==> config.mk <==
export PLATFORM = sky130hd
export DESIGN_NAME = pe_row_feeder
export DESIGN_NICKNAME = d
export VERILOG_FILES = /design/src/rtl/pe_row_feeder.sv
export SDC_FILE = /design/constraint.sdc
export NUM_CORES = 1
export LEC_CHECK = 0
export ABC_AREA = 1
export CORE_MARGIN = 2
export CORE_UTILIZATION = 36
export CTS_CLUSTER_SIZE = 14
export DETAILED_ROUTE_END_ITERATION = 12
export RECOVER_POWER = 100
export SYNTH_ARGS = -nofsm -noshare
export SYNTH_HDL_FRONTEND = slang
export SYNTH_SLANG_ARGS = --single-unit
==> constraint.sdc <==
create_clock -name clk -period 1.65 [get_ports clk]
set_clock_uncertainty 0.1 [all_clocks]
set_input_delay 0.2475 -clock clk [delete_from_list [all_inputs] [get_ports clk]]
set_output_delay 0.2475 -clock clk [all_outputs]
set_load 0.01 [all_outputs]
==> src/rtl/pe_row_feeder.sv <==
// West-edge X source for one row of the systolic MAC array: loads COLS weights,
// latches them once the row is quiet, then streams a counted burst of activations.
module pe_row_feeder #(
    parameter int DATA_WIDTH = 8,
    parameter int COLS       = 4,
    parameter int CNT_WIDTH  = 16
) (
    input  logic                  clk,
    input  logic                  rst_n,
    input  logic                  cfg_start,
    input  logic                  cfg_load_w,
    input  logic [CNT_WIDTH-1:0]  cfg_num_act,
    output logic                  busy,
    output logic                  done,
    input  logic                  s_valid,
    output logic                  s_ready,
    input  logic [DATA_WIDTH-1:0] s_data,
    input  logic                  row_busy,
    output logic                  m_valid,
    input  logic                  m_ready,
    output logic                  m_weight_shift,
    output logic [DATA_WIDTH-1:0] m_data,
    output logic                  weight_latch_en
);

    localparam int WCW = (COLS > 1) ? $clog2(COLS) : 1;

    typedef enum logic [2:0] {
        S_IDLE,
        S_LOAD_W,
        S_WAIT_W,
        S_LATCH,
        S_STREAM,
        S_FLUSH,
        S_DONE
    } state_t;

    state_t               state;
    logic [WCW-1:0]       w_cnt;
    logic [CNT_WIDTH-1:0] act_left;
    logic                 load_en;
    logic                 s_hs;

    // Handshake: a token moves on s when s_valid && s_ready and on m when
    // m_valid && m_ready; once valid is raised, data holds until accepted.
    assign load_en = !m_valid || m_ready;
    assign s_ready = load_en &&
                     ((state == S_LOAD_W) ||
                      ((state == S_STREAM) && (act_left != '0)));
    assign s_hs    = s_valid && s_ready;

    assign busy            = (state != S_IDLE);
    assign done            = (state == S_DONE);
    assign weight_latch_en = (state == S_LATCH);

    always_ff @(posedge clk or negedge rst_n) begin
        if (!rst_n) begin
            state    <= S_IDLE;
            w_cnt    <= '0;
            act_left <= '0;
        end else begin
            case (state)
                S_IDLE: begin
                    if (cfg_start) begin
                        act_left <= cfg_num_act;
                        w_cnt    <= '0;
                        if (cfg_load_w)
                            state <= S_LOAD_W;
                        else if (cfg_num_act == '0)
                            state <= S_FLUSH;
                        else
                            state <= S_STREAM;
                    end
                end
                S_LOAD_W: begin
                    if (s_hs) begin
                        if (w_cnt == WCW'(COLS - 1)) begin
                            w_cnt <= '0;
                            state <= S_WAIT_W;
                        end else begin
                            w_cnt <= w_cnt + WCW'(1);
                        end
                    end
                end
                // Shadow regs may only be latched after every weight has left the
                // output stage and finished shifting through the row.
                S_WAIT_W: begin
                    if (!m_valid && !row_busy)
                        state <= S_LATCH;
                end
                S_LATCH: begin
                    state <= (act_left == '0) ? S_FLUSH : S_STREAM;
                end
                S_STREAM: begin
                    if (s_hs) begin
                        act_left <= act_left - CNT_WIDTH'(1);
                        if (act_left == CNT_WIDTH'(1))
                            state <= S_FLUSH;
                    end
                end
                S_FLUSH: begin
                    if (!m_valid)
                        state <= S_DONE;
                end
                S_DONE: begin
                    state <= S_IDLE;
                end
                default: begin
                    state <= S_IDLE;
                end
            endcase
        end
    end

    always_ff @(posedge clk or negedge rst_n) begin
        if (!rst_n) begin
            m_valid        <= 1'b0;
            m_weight_shift <= 1'b0;
            m_data         <= '0;
        end else if (s_hs) begin
            m_valid        <= 1'b1;
            m_weight_shift <= (state == S_LOAD_W);
            m_data         <= s_data;
        end else if (m_ready) begin
            m_valid <= 1'b0;
        end
    end

endmodule

==> results of run 1 <==
Yosys cell counts, types with 3 or more instances:
| cell type | count |
|---|---|
| a21oi_1 | 5 |
| dfrtp_1 | 31 |
| ha_1 | 3 |
| inv_1 | 22 |
| mux2i_1 | 3 |
| nand2_1 | 103 |
| nand2_2 | 6 |
| nand3_1 | 12 |
| nand4_1 | 7 |
| nor2_1 | 33 |
| nor2_4 | 3 |
| nor3_1 | 4 |
| o21ai_0 | 15 |
| o21ai_2 | 6 |
| o31ai_1 | 3 |
| or2_2 | 3 |
worst max-delay path, delay by kind of cell (launching register included):
family / cells / cell delay (ns)
AO/OA/AOI/OAI: 1 / 0.05
AND/OR/NAND/NOR: 8 / 0.76
buffers and inverters: 3 / 0.36
flip-flops: 1 / 0.40
area by class of cell:
| class | count | area (sq um) |
|---|---|---|
| repair buffers | 112 | 1010 |
| multi-input cells | 221 | 1310 |
| fillers | 507 | 2050 |
| clock buffers | 5 | 68.8 |
| flip-flops and latches | 31 | 777 |
| well taps | 72 | 90.1 |
| inverters | 23 | 97.6 |
| clock inverters | 3 | 67.6 |
registers in the layout, indices dropped and copies added, names as in the netlist:
register        flops
w_cnt               2
state               3
m_weight_shift      1
m_valid             1
act_left           16
m_data              8
final timing paths:
check	endpoint	depth (start not counted)
worst max-delay path	act_left[4]	12
worst min-delay path	m_data[7]	2
min in group asynchronous	act_left[14]	2
worst min register to register	m_data[7]	2
max in group asynchronous	state[2]	2
worst max register to register	act_left[4]	12
metrics by stage:
| step | TNS (ns) | setup slack, ns |
|---|---|---|
| 2_1_floorplan | -0.229 | -0.0257 |
| 3_3_place_gp | -3.50 | -0.236 |
| 3_5_place_dp | -4.03 | -0.237 |
| 4_1_cts | -2.59 | -0.122 |
| 5_1_grt | -6.06 | -0.245 |
| 6_report | -3.06 | -0.134 |
power by group:
| part | switching [uW] | leakage [uW] | internal, uW |
|---|---|---|---|
| Sequential | 243 | 0.000388 | 1130 |
| Combinational | 2480 | 0.00122 | 2440 |
| Clock | 312 | 0.0000644 | 603 |
cell usage in the layout, fill, tap and decap left out, types with 6 or more instances in the layout:
cell and n:
nand2_1 78, buf_4 59, clkdlybuf4s50_1 37, dfrtp_1 30, nor2_1 27, inv_1 17
nand2_2 16, nand2_4 16, nand3_1 11, o21ai_0 10, o21ai_2 8, nand4_1 7
nor2_4 6
routing by layer:
metal	vias up	wire length [um]
li1	1128	-
met1	1007	2650
met2	47	2840
met3	8	262
met4	0	61
met5	-	0
cell families (layout without fill, tap and decap cells):
family / count (synthesis) / after routing
flops: 31 / 31
mux: 3 / 3
fa+ha+maj: 3 / 3
buf+inv: 29 / 143
compound gates: 35 / 35
simple gates: 176 / 176
xor+xnor: 4 / 4
timing repair:
item                                    4_1_cts  5_1_grt
gates cloned                                  1        1
gates resized for setup                      44       36
endpoints found under the hold margin         0        0
pin swaps                                     6       20
hold buffers                                  0        0
buffers inserted                              5        6
endpoints found under the setup margin       35       33
==> impl_metrics.yaml, run 1 <==
drt:
  drt-initial-drc-count: 105
  vias_per_cell: 4.69
  postRouteAntennaNets: 0
  routed_wl_mm: 5.81
  avgRoutedWirePerCell_um: 12.4
  vias: 2190
  first_pass_iters: 4
  drc: 0
min_path:
  min_path_type: "reg2reg"
  hp-start: "m_data[7]"
floorplan:
  initial_core_util_pct: 36.9
  die_width_um: 78.9
  row_count: 27
  die_h_um: 78.9
  design.core.area_sq_um: 5470
  ios: 45
  dieArea_sq_um: 6220
clocking:
  path_clk_slew_ns: 0.07
  clock_sinks: 31
  clockRootBuffer: "clkbuf_8"
  clock_latency_ns: 0.28
  clockBufferDepth: 2
  cts_buffers: 5
  cts_tree: "built"
  cts_max_level: 2
grt:
  grt_usage_pct: 19.4
  grt_pass1_vias: 2165
  gr-max-usage-layer: "met2"
  grt_util_met2_pct: 34.5
  antenna_found_initial: 0
  grt_util_met3_pct: 4.43
  met1_usage_pct: 23.8
  grt_start_max_net_pins: 32
  gr-total-overflow: 0
  grt_pass1_wl_mm: 9.56
synth:
  synth_top_family_by_area: "simple AND/OR/NAND/NOR gates"
  ys_top_cells_by_area: "dfrtp_1 38%, nand2_1 19%, nor2_1 6.1%"
  syn_inst: 281
  synth_warnings: 0
  ys.flop_type: "dfrtp_1"
  syn-num-nets: 315
  synthMuxAreaShare_pct: 1.49
  yosysTopAreaCell: "dfrtp_1"
  synth_fa_ha_area_share_pct: 1.86
  synth-xor-area-share_pct: 1.73
  yosys.area_share.simple_pct: 38.9
  avgSynthCellArea_sq_um: 7.19
  yosys.area.top_type_share_pct: 38.4
  synth-compound-area-share_pct: 10.7
  ys_ff_latch: 31
  synth-edff-count: 0
  synth-async-reset-ratio_pct: 100
  seq_area_frac_synth_pct: 38.4
  ys_types: 33
  syn-cell-area_sq_um: 2020
setup_path:
  reg2reg_from: "state[0]"
  critPathMaxFanout: 6
  critical_path_arrival_ns: 1.85
  path_class: "reg2reg"
  max_stage_delay_ns: 0.40
  start_kind: "register"
  rrSetupSlack_ns: -0.13
  end_kind: "register"
  cpMostUsedCell: "nand2_4"
  critPathRequiredTime_ns: 1.72
  startpoint: "state[0]"
  cp_slowest_cell: "dfrtp_1"
  cp_cell_sequence: "nor2_2, inv_2, nor2_4, nand2_2, buf_6, nand2_4, nand3_4, nand2_4, nand2_8, buf_12, nand2_4, o21ai_2"
sta:
  fin_crit_sh_pct: 108
  final_hold_viol_count: 0
  slew_headroom_pct: 46.8
  drv_slew: 0
  holdWs_ns: 0.380
  postLayoutSetupSlackWorst_ns: -0.134
  rsz0062_at_grt: "yes"
  finalCriticalPeriod_ns: 1.78
  worstMarginPinSlew_ns: 0.799
  setup_viol: 31
  max_freq_mhz: 560
power:
  ir_drop_mv: 1.05
  leakage_uw: 0.00167
  finalPower_uw: 7210
  powerDensity_nw_per_um2: 2110
cells_and_area:
  antenna_cells: 0
  final_util_pct: 62.5
  syn2layout_area_growth_pct: 69.3
  final_net_count: 428
  final_area_sq_um: 3420
  layout-drive-gt1-share_pct: 37.2
  fin_cells: 467
outcome:
  violations: "negative setup slack"
  status: "complete, but fails checks"
placed_design:
  placed_cell_area_sq_um: 3000
  place.gp.congestion: 0.794
  dp_cells: 447
  dp_hpwl_mm: 4.14
  io_buffers: 44
run:
  maxCapViolations: 0
Power figures use the tool's default switching activity.
==> inputs of run 2 (changes only) <==
Settings changed: CORE_MARGIN 2 to default.
==> run 2 against run 1 <==
  * The flow still finishes with violations (negative setup slack)
  * Via count up 1.2%
  * Register-to-register slack better by 0.02 ns
  * Critical path depth unchanged
  * Non-clock buffer count unchanged
  * Sequential share of layout area down 0.19 points
  * Design area up 0.84%
  * Critical endpoint is now act_left[7]
  * Combinational power up 2%
  * Power about the same
  * Maximum frequency up 1.2%
  * Die area down 5.0%
  * Flip-flop and latch count unchanged
==> impl_metrics.yaml, run 2 (same netlist as run 1, synthesis figures left out) <==
setup_path:
  path_class: "reg2reg"
  reg2reg_from: "state[1]"
  path_delay_family: "simple AND/OR/NAND/NOR gates"
  cp_slowest_cell: "dfrtp_1"
  r2r_end: "act_left[7]"
  start_kind: "register"
  rr_worst_depth: 12
  critPathMaxFanout: 7
  startpoint: "state[1]"
  max_stage_delay_ns: 0.43
  critPathRequiredTime_ns: 1.71
  path_depth: 12
  cp_cell_sequence: "inv_2, nand2_2, nor2_4, inv_1, buf_4, nand2_2, nand3_4, nand2_4, nand2_8, buf_12, nand2_2, o21ai_2"
  critPathCapture: "act_left[7]"
  rrSetupSlack_ns: -0.11
  end_kind: "register"
  cpMostUsedCell: "nand2_2"
  critical_path_arrival_ns: 1.83
  cp.buffers_inverters: 4
grt:
  grt_pass1_vias: 2310
  grt_util_met3_pct: 3.57
  gr-total-overflow: 0
  grt_pass1_wl_mm: 10.1
  gr-max-usage-layer: "met2"
  met1_usage_pct: 25.3
  grt_usage_pct: 21.2
  grt_start_max_net_pins: 32
  antenna_found_initial: 0
  grt_util_met2_pct: 38.8
power:
  internal-power_uw: 4120
  leakage_uw: 0.00166
  ir_drop_mv: 1.58
  powerDensity_nw_per_um2: 2090
  swShare_pct: 42.8
  netSwitchingPower_uw: 3080
  finalPower_uw: 7200
  combinationalPowerShare_pct: 69.9
  pwr-share-clk_pct: 10.8
  seqPwrFrac_pct: 19.3
cells_and_area:
  n_fill_cell: 440
  multi_input_area_sq_um: 1350
  largest_reg_flops: 16
  top_register: "act_left"
  antenna_cells: 0
  largestRegisters: "act_left (16), m_data (8), state (3)"
  layout-drive-gt1-share_pct: 41.3
  seq_area_sq_um: 777
  layout_commonest_cell: "nand2_1"
  final_cell_mix: "73 x nand2_1, 58 x buf_4, 37 x clkdlybuf4s50_1"
  final_net_count: 428
  syn2layout_area_growth_pct: 70.8
  fin_cells: 465
sta:
  finalCriticalPeriod_ns: 1.76
  setup_viol: 31
  holdWs_ns: 0.373
  postLayoutSetupSlackWorst_ns: -0.114
  setup_tns_ns: -2.14
  final_hold_viol_count: 0
  max_freq_mhz: 567
  worstMarginPinSlew_ns: 0.841
  rsz0062_at_grt: "yes"
  slew_headroom_pct: 43.9
  fin_crit_sh_pct: 107
  drv_slew: 0
floorplan:
  dieArea_sq_um: 5910
  design.core.area_sq_um: 5240
  die_width_um: 76.9
  row_count: 26
  die_h_um: 76.9
  initial_core_util_pct: 38.6
  ios: 45
drt:
  routed_wl_mm: 5.99
  avgRoutedWirePerCell_um: 12.9
  drt-initial-drc-count: 84
  vias_per_cell: 4.77
  first_pass_iters: 4
  drc: 0
  postRouteAntennaNets: 0
  vias: 2216
placed_design:
  io_buffers: 44
  dp_hpwl_mm: 4.10
  place.gp.congestion: 0.826
  dp_cells: 442
min_path:
  min_path_type: "reg2reg"
clocking:
  cts_hold_buf: 0
  clock_sinks: 31
  cts_buffers: 5
  clockRootBuffer: "clkbuf_8"
  path_clk_slew_ns: 0.07
  cts_max_level: 2
  clock_latency_ns: 0.28
  clockBufferDepth: 2
  cts_tree: "built"
outcome:
  status: "complete, but fails checks"
  violations: "negative setup slack"
run:
  maxCapViolations: 0
==> run 2: cell types whose count changed in the layout (fill, tap and decap cells not counted), sizes merged <==
cell	before	now
buf	68	70
bufinv	2	1
clkbuf	9	8
clkinv	0	1
clkinvlp	2	1
==> run 2: tightest hold or removal path, cell delays in order (launching register included) <==
cell	delay, ns
dfrtp_1	0.34
nand2_1	0.05
nand2_1	0.05
==> run 2: area by class of cell <==
class	count	area share [%]
multi-input cells	221	39.1
clock buffers	6	2.39
well taps	70	2.54
flip-flops and latches	31	22.5
clock inverters	2	1.02
inverters	23	2.76
repair buffers	112	29.6
==> run 2: timing repair <==
| item | CTS | global route |
|---|---|---|
| pin swaps | 15 | 9 |
| buffers inserted | 10 | 4 |
| gates cloned | 1 | 1 |
| gates resized for setup | 43 | 49 |
| setup endpoints to repair | 34 | 34 |
==> run 2: routing by layer <==
layer / up-vias / wire length [um]
met2: 53 / 2960
met1: 1033 / 2750
met4: 0 / 38
met5: - / 0
li1: 1126 / -
met3: 4 / 232
==> run 2: worst min path at each step <==
stage | start | to | slack (ns) | cells past startpoint
finish | m_data[3] | m_data[3] | 0.37 | 2
CTS | rst_n | m_data[6] | 0.24 | 2
global placement | m_data[3] | m_data[3] | 0.36 | 2
detailed placement | m_data[3] | m_data[3] | 0.37 | 2
global route | s_data[5] | m_data[5] | 0.40 | 3
floorplan | rst_n | act_left[0] | -0.15 | 0
==> run 2: power by group through the flow <==
stage,combinational [uW],clock (uW),sequential (uW)
final,5030,782,1390
after global routing,5500,842,1440
after CTS,4450,799,1380
after detailed placement,4000,0,1360
after global placement,3940,0,1350
after floorplan,2110,0,1500
==> run 2: per-stage QoR <==
stage          utilization, %  worst slack (ns)  cell area (sq um)
5_1_grt                  65.8            -0.197               3450
3_3_place_gp             57.0            -0.232               2980
2_1_floorplan               -           -0.0257               2060
6_report                 65.8            -0.114               3450
4_1_cts                  62.2           -0.0998               3260
3_5_place_dp             57.0            -0.255               2980
==> inputs of run 3 (changes only) <==
Settings changed: ABC_AREA 1 to default.
==> run 3 against run 2 <==
  * The flow still finishes with violations (negative setup slack)
  * Synthesized cell count decreased by 23%
  * First-iteration DRC count increased by 58%
  * Clock-buffer cell count unchanged
  * Largest cell class unchanged
  * Highest routed layer unchanged
==> impl_metrics.yaml, run 3 <==
outcome:
  status: "complete, but fails checks"
  violations: "negative setup slack"
sta:
  worstMarginPinSlew_ns: 0.858
  max_freq_mhz: 477
  final_hold_viol_count: 0
  slew_headroom_pct: 42.8
  drv_slew: 0
  postLayoutSetupSlackWorst_ns: -0.447
  setup_viol: 29
  finalCriticalPeriod_ns: 2.10
  rsz0062_at_grt: "yes"
  fin_crit_sh_pct: 127
setup_path:
  end_kind: "register"
  critical_path_arrival_ns: 2.19
  path_class: "reg2reg"
  cp_cell_sequence: "nor4_4, buf_4, nand4b_1, or4_4, o22ai_1, a2bb2oi_2"
  critPathRequiredTime_ns: 1.74
  start_kind: "register"
  critPathMaxFanout: 3
  max_stage_delay_ns: 0.54
  cp_slowest_cell: "or4_4"
drt:
  vias: 2264
  avgRoutedWirePerCell_um: 16.4
  vias_per_cell: 5.50
  drt-initial-drc-count: 133
  first_pass_iters: 4
  routed_wl_mm: 6.77
  postRouteAntennaNets: 0
  drc: 0
cells_and_area:
  top_register: "act_left"
  syn2layout_area_growth_pct: 87.0
  fin_cells: 412
  antenna_cells: 0
  layout-drive-gt1-share_pct: 47.4
  n_fill_cell: 430
  largest_reg_flops: 16
  largestRegisters: "act_left (16), m_data (8), state (3)"
  final_net_count: 375
  final_cell_mix: "65 x buf_4, 33 x clkdlybuf4s50_1, 30 x dfrtp_1"
  layout_commonest_cell: "buf_4"
  seq_area_sq_um: 777
  multi_input_area_sq_um: 1440
clocking:
  clock_sinks: 31
  clock_latency_ns: 0.30
  clockBufferDepth: 2
  cts_buffers: 5
  clockRootBuffer: "clkbuf_8"
  path_clk_slew_ns: 0.08
  cts_max_level: 2
  cts_tree: "built"
floorplan:
  dieArea_sq_um: 5650
  row_count: 26
  die_h_um: 75.2
  design.core.area_sq_um: 5140
  ios: 45
  initial_core_util_pct: 37.5
  die_width_um: 75.2
synth:
  ys.flop_type: "dfrtp_1"
  ys_ff_latch: 31
  ys_top_cells_by_area: "dfrtp_1 40%, a21oi_1 6.2%, mux2_1 4.7%"
  yosysMostFrequentCell: "dfrtp_1"
  synth-async-reset-ratio_pct: 100
  seq_area_frac_synth_pct: 40.2
  avgSynthCellArea_sq_um: 8.93
  yosysTopAreaCell: "dfrtp_1"
  yosys.area.top_type_share_pct: 40.2
  synth_warnings: 0
  syn-num-nets: 250
  syn-cell-area_sq_um: 1930
  ys_types: 52
  netlist_top_cells_count: "31 x dfrtp_1, 24 x a21oi_1, 24 x nand2_1"
  synth-edff-count: 0
  syn_inst: 216
grt:
  antenna_found_initial: 0
  grt_start_max_net_pins: 32
  grt_usage_pct: 25.6
  grt_pass1_vias: 2179
  gr-total-overflow: 0
  grt_pass1_wl_mm: 10.7
placed_design:
  dp_cells: 380
  place.gp.congestion: 0.858
  dp_hpwl_mm: 3.89
  io_buffers: 44
power:
  leakage_uw: 0.00150
  ir_drop_mv: 0.905
  powerDensity_nw_per_um2: 1940
  finalPower_uw: 6990
min_path:
  min_path_type: "reg2reg"
run:
  maxCapViolations: 0
-- run 3: layout make-up --
class / count / share of cell area (%)
tap: 70 / 2.43
clock inverter: 2 / 0.972
sequential: 31 / 21.6
timing repair buffer: 127 / 32.2
clock buffer: 6 / 2.29
inverter: 5 / 0.590
multi-input combinational: 171 / 39.9
-- run 3: report_power, final --
group	total, uW	switching, uW	internal, uW
combinational	4680	2210	2470
sequential	1500	362	1140
clock	810	321	489
total	6990	2890	4100
-- run 3: kinds of logic after synthesis --
logic type / Yosys count / share of synthesized area [%]
flops: 31 / 40.2
buf+inv: 16 / 3.70
simple gates: 87 / 25.5
compound gates: 70 / 23.4
mux: 9 / 5.26
fa+ha+maj: 3 / 1.95
-- run 3: critical path: cells and delay by family (launching register included) --
kind	cells	cell delay (ns)
and+or+nand+nor	3	1.02
DFF	1	0.44
AOI/OAI and AO/OA	2	0.27
buffers and inverters	1	0.16
-- run 3: final timing paths --
path,startpoint,end,slack [ns],cells past startpoint
min in group asynchronous,rst_n,act_left[10],0.49,2
min,m_data[6],m_data[6],0.39,1
max reg2reg,act_left[6],act_left[13],-0.45,6
max,act_left[6],act_left[13],-0.45,6
min reg2reg,m_data[6],m_data[6],0.39,1
max in group asynchronous,rst_n,state[0],0.38,2
-- run 3: what timing repair did --
action                                  4_1_cts  5_1_grt
endpoints found under the hold margin         0        0
cloned                                        3        1
buffers inserted                             16        7
gates resized for setup                      76       34
pin swaps                                    21       13
hold buffers                                  0        0
endpoints found under the setup margin       31       33
-- run 3: stage by stage --
| step | hold slack, ns | util (%) | TNS [ns] | instance area (sq um) | worst slack [ns] |
|---|---|---|---|---|---|
| floorplan | -0.148 | - | -7.08 | 1950 | -0.445 |
| CTS | 0.220 | 67.2 | -7.36 | 3450 | -0.385 |
| detailed placement | 0.374 | 56.4 | -12.79 | 2900 | -0.608 |
| global placement | 0.366 | 56.4 | -11.63 | 2900 | -0.562 |
| global route | 0.430 | 70.1 | -11.33 | 3600 | -0.553 |
| finish | 0.391 | 70.1 | -8.31 | 3600 | -0.447 |
-- run 3: routing by layer --
layer / share of wire (%) / track usage (%)
met1: 43 / 33.8
met2: 51 / 41.1
met3: 3.7 / 4.02
met4: 2.4 / 12.8
met5: 0 / 0
==> RTL change, RTL diff (flow settings as in run 1) <==
The parameter `DATA_WIDTH` goes from 8 to 6.
--- a/src/rtl/pe_row_feeder.sv
+++ b/src/rtl/pe_row_feeder.sv
@@ -3,3 +3,3 @@
 module pe_row_feeder #(
-    parameter int DATA_WIDTH = 8,
+    parameter int DATA_WIDTH = 6,
     parameter int COLS       = 4,
Ports: changed (resized m_data and s_data); port bits go from 45 to 41. The function was not compared with the original's and may differ.
==> RTL change against run 1 <==
The run still ends with setup timing left; die area down 3.0%; synthesized area down 3.2%; routed wire length up 2.6%; final area down 2.9%; fmax down 1.6%; core utilization up 1.7 points; power down 3.9%; worst setup slack worse by 0.028 ns; sequential cell count down 2; largest cell class unchanged; cell count down 4.1%.
==> RTL change: results (changes against run 1) <==
outcome=finished with violations; violations in the final reports=setup timing; Commonest cells post-synth=nand2_1 (99), nor2_1 (34), dfrtp_1 (29); start point of the worst min-delay path=m_data[3]; WL met3=260 um (-0.76%); Worst Path Arrival=1.87 ns (+0.02 ns); detail-routed via count per cell=4.90 (+4.6%); DR iter-0 viols=91 (-13%); wire length of the first global-routing pass=9160 um (-4.2%); CP Max Fanout=7 (+1); placed cells=431 (-3.6%); detail-routed net length per standard cell=13.3 um (+6.9%); DP Worst Slack=-0.231 ns (+0.00674 ns); area fraction in compound gates after synthesis=11.1% (+0.35 points); largest net degree at the start of global routing=30 (-6.3%); Top Registers=act_left: 16 flops, m_data: 6 flops, state: 3 flops; initial antenna violation count=0 (unchanged); via count of the first global-routing pass=2041 (-5.7%); detailed route wirelength on metal2=3170 um (+11%); proportion of synthesized area in mux cells=1.54% (+0.049 points); class of the worst hold path=reg2reg; final total negative setup slack=-2.45 ns (+0.610 ns); Nets=409 (-4.4%); final weighted congestion in routability-driven placement=0.885 (+11%); Worst setup startpoint=state[1]; Worst-path clk slew=0.07 ns (about the same); Post-Synthesis Net Count=310 (-1.6%); slew margin rel.=48.9% (+2.2 points); final setup slack of the worst path=-0.163 ns (-0.0282 ns); leakage power figure=1.60 nW (-4.5%); switching fraction of total power=44.4% (+2.3 points); Detailed Place HPWL=4000 um (-3.5%); fraction of final layout cells with drive strength greater than 1=39.9% (+2.7 points); number of instances in the synthesized netlist=278 (-1.1%); Post-Route M1 WL=2480 um (-6.4%); top cells by area in the synthesized netlist=dfrtp_1 (37%), nand2_1 (19%), nor2_1 (6.5%); xor and xnor fraction of the mapped netlist area=2.24% (+0.50 points); number of port buffers=40 (-9.1%); count of unique library cells instantiated by Yosys=31 (-6.1%); peak supply drop=1.13 mV (+8.2%); total routing resource utilization after global routing=19.1% (-0.30 points); filler instances=450 (-11%); met1 track utilization from global routing=23.8% (+0.028 points); Setup Viol. Count Final=20 (-35%); synthesized-area fraction occupied by adder cells=1.92% (+0.061 points); met2 track demand over resource in global routing=33.4% (-1.1 points); met3 usage=3.60% (-0.83 points)
## RTL change: changes by cell type after synthesis, moves of 2 or more
| cell | delta |
|---|---|
| inv_2 | +5 |
| nand2_1 | -4 |
| inv_1 | -3 |
| nand2_2 | -3 |
| o21ai_1 | +3 |
| buf_2 | +2 |
| dfrtp_1 | -2 |
| o31ai_1 | -2 |
| xor2_1 | +2 |
## RTL change: power by group through the flow
stage	logic [mW]	clock network (mW)	registers (mW)
floorplan	2.07	0	1.42
global placement	3.72	0	1.29
detailed placement	3.75	0	1.30
CTS	4.17	0.801	1.30
global route	5.21	0.830	1.38
finish	4.80	0.783	1.34
## RTL change: worst max-delay path: stages, from the launching register on
cell and delay (ns):
dfrtp_1 0.41, inv_2 0.08, nand2_2 0.06, nor2_1 0.09, buf_4 0.12, inv_2 0.03
buf_4 0.13, nand2_4 0.06, nand3_4 0.10, nand2_4 0.12, nand2_8 0.10, buf_12 0.17
nand2_4 0.06, o21ai_2 0.05
## RTL change: area by class of cell
class | count | area [um^2] | area share [%]
clock buffers | 6 | 82.6 | 2.49
inverters | 25 | 103 | 3.09
flip-flops and latches | 29 | 728 | 21.9
well taps | 70 | 87.6 | 2.64
repair buffers | 98 | 913 | 27.5
multi-input cells | 218 | 1370 | 41.2
clock inverters | 2 | 37.5 | 1.13
## RTL change: final timing paths
path | end | slack [ns] | depth (start not counted)
max in group asynchronous | act_left[7] | 0.44 | 2
setup reg to reg | act_left[7] | -0.16 | 13
setup / recovery | act_left[7] | -0.16 | 13
min in group asynchronous | act_left[11] | 0.47 | 2
hold reg to reg | m_data[3] | 0.38 | 2
hold / removal | m_data[3] | 0.38 | 2
## RTL change: repair_timing
item,in CTS,in global routing
setup buffers,7,5
gates cloned,1,1
resized for setup,46,51
pin swaps,6,22
endpoints found under the setup margin,32,33
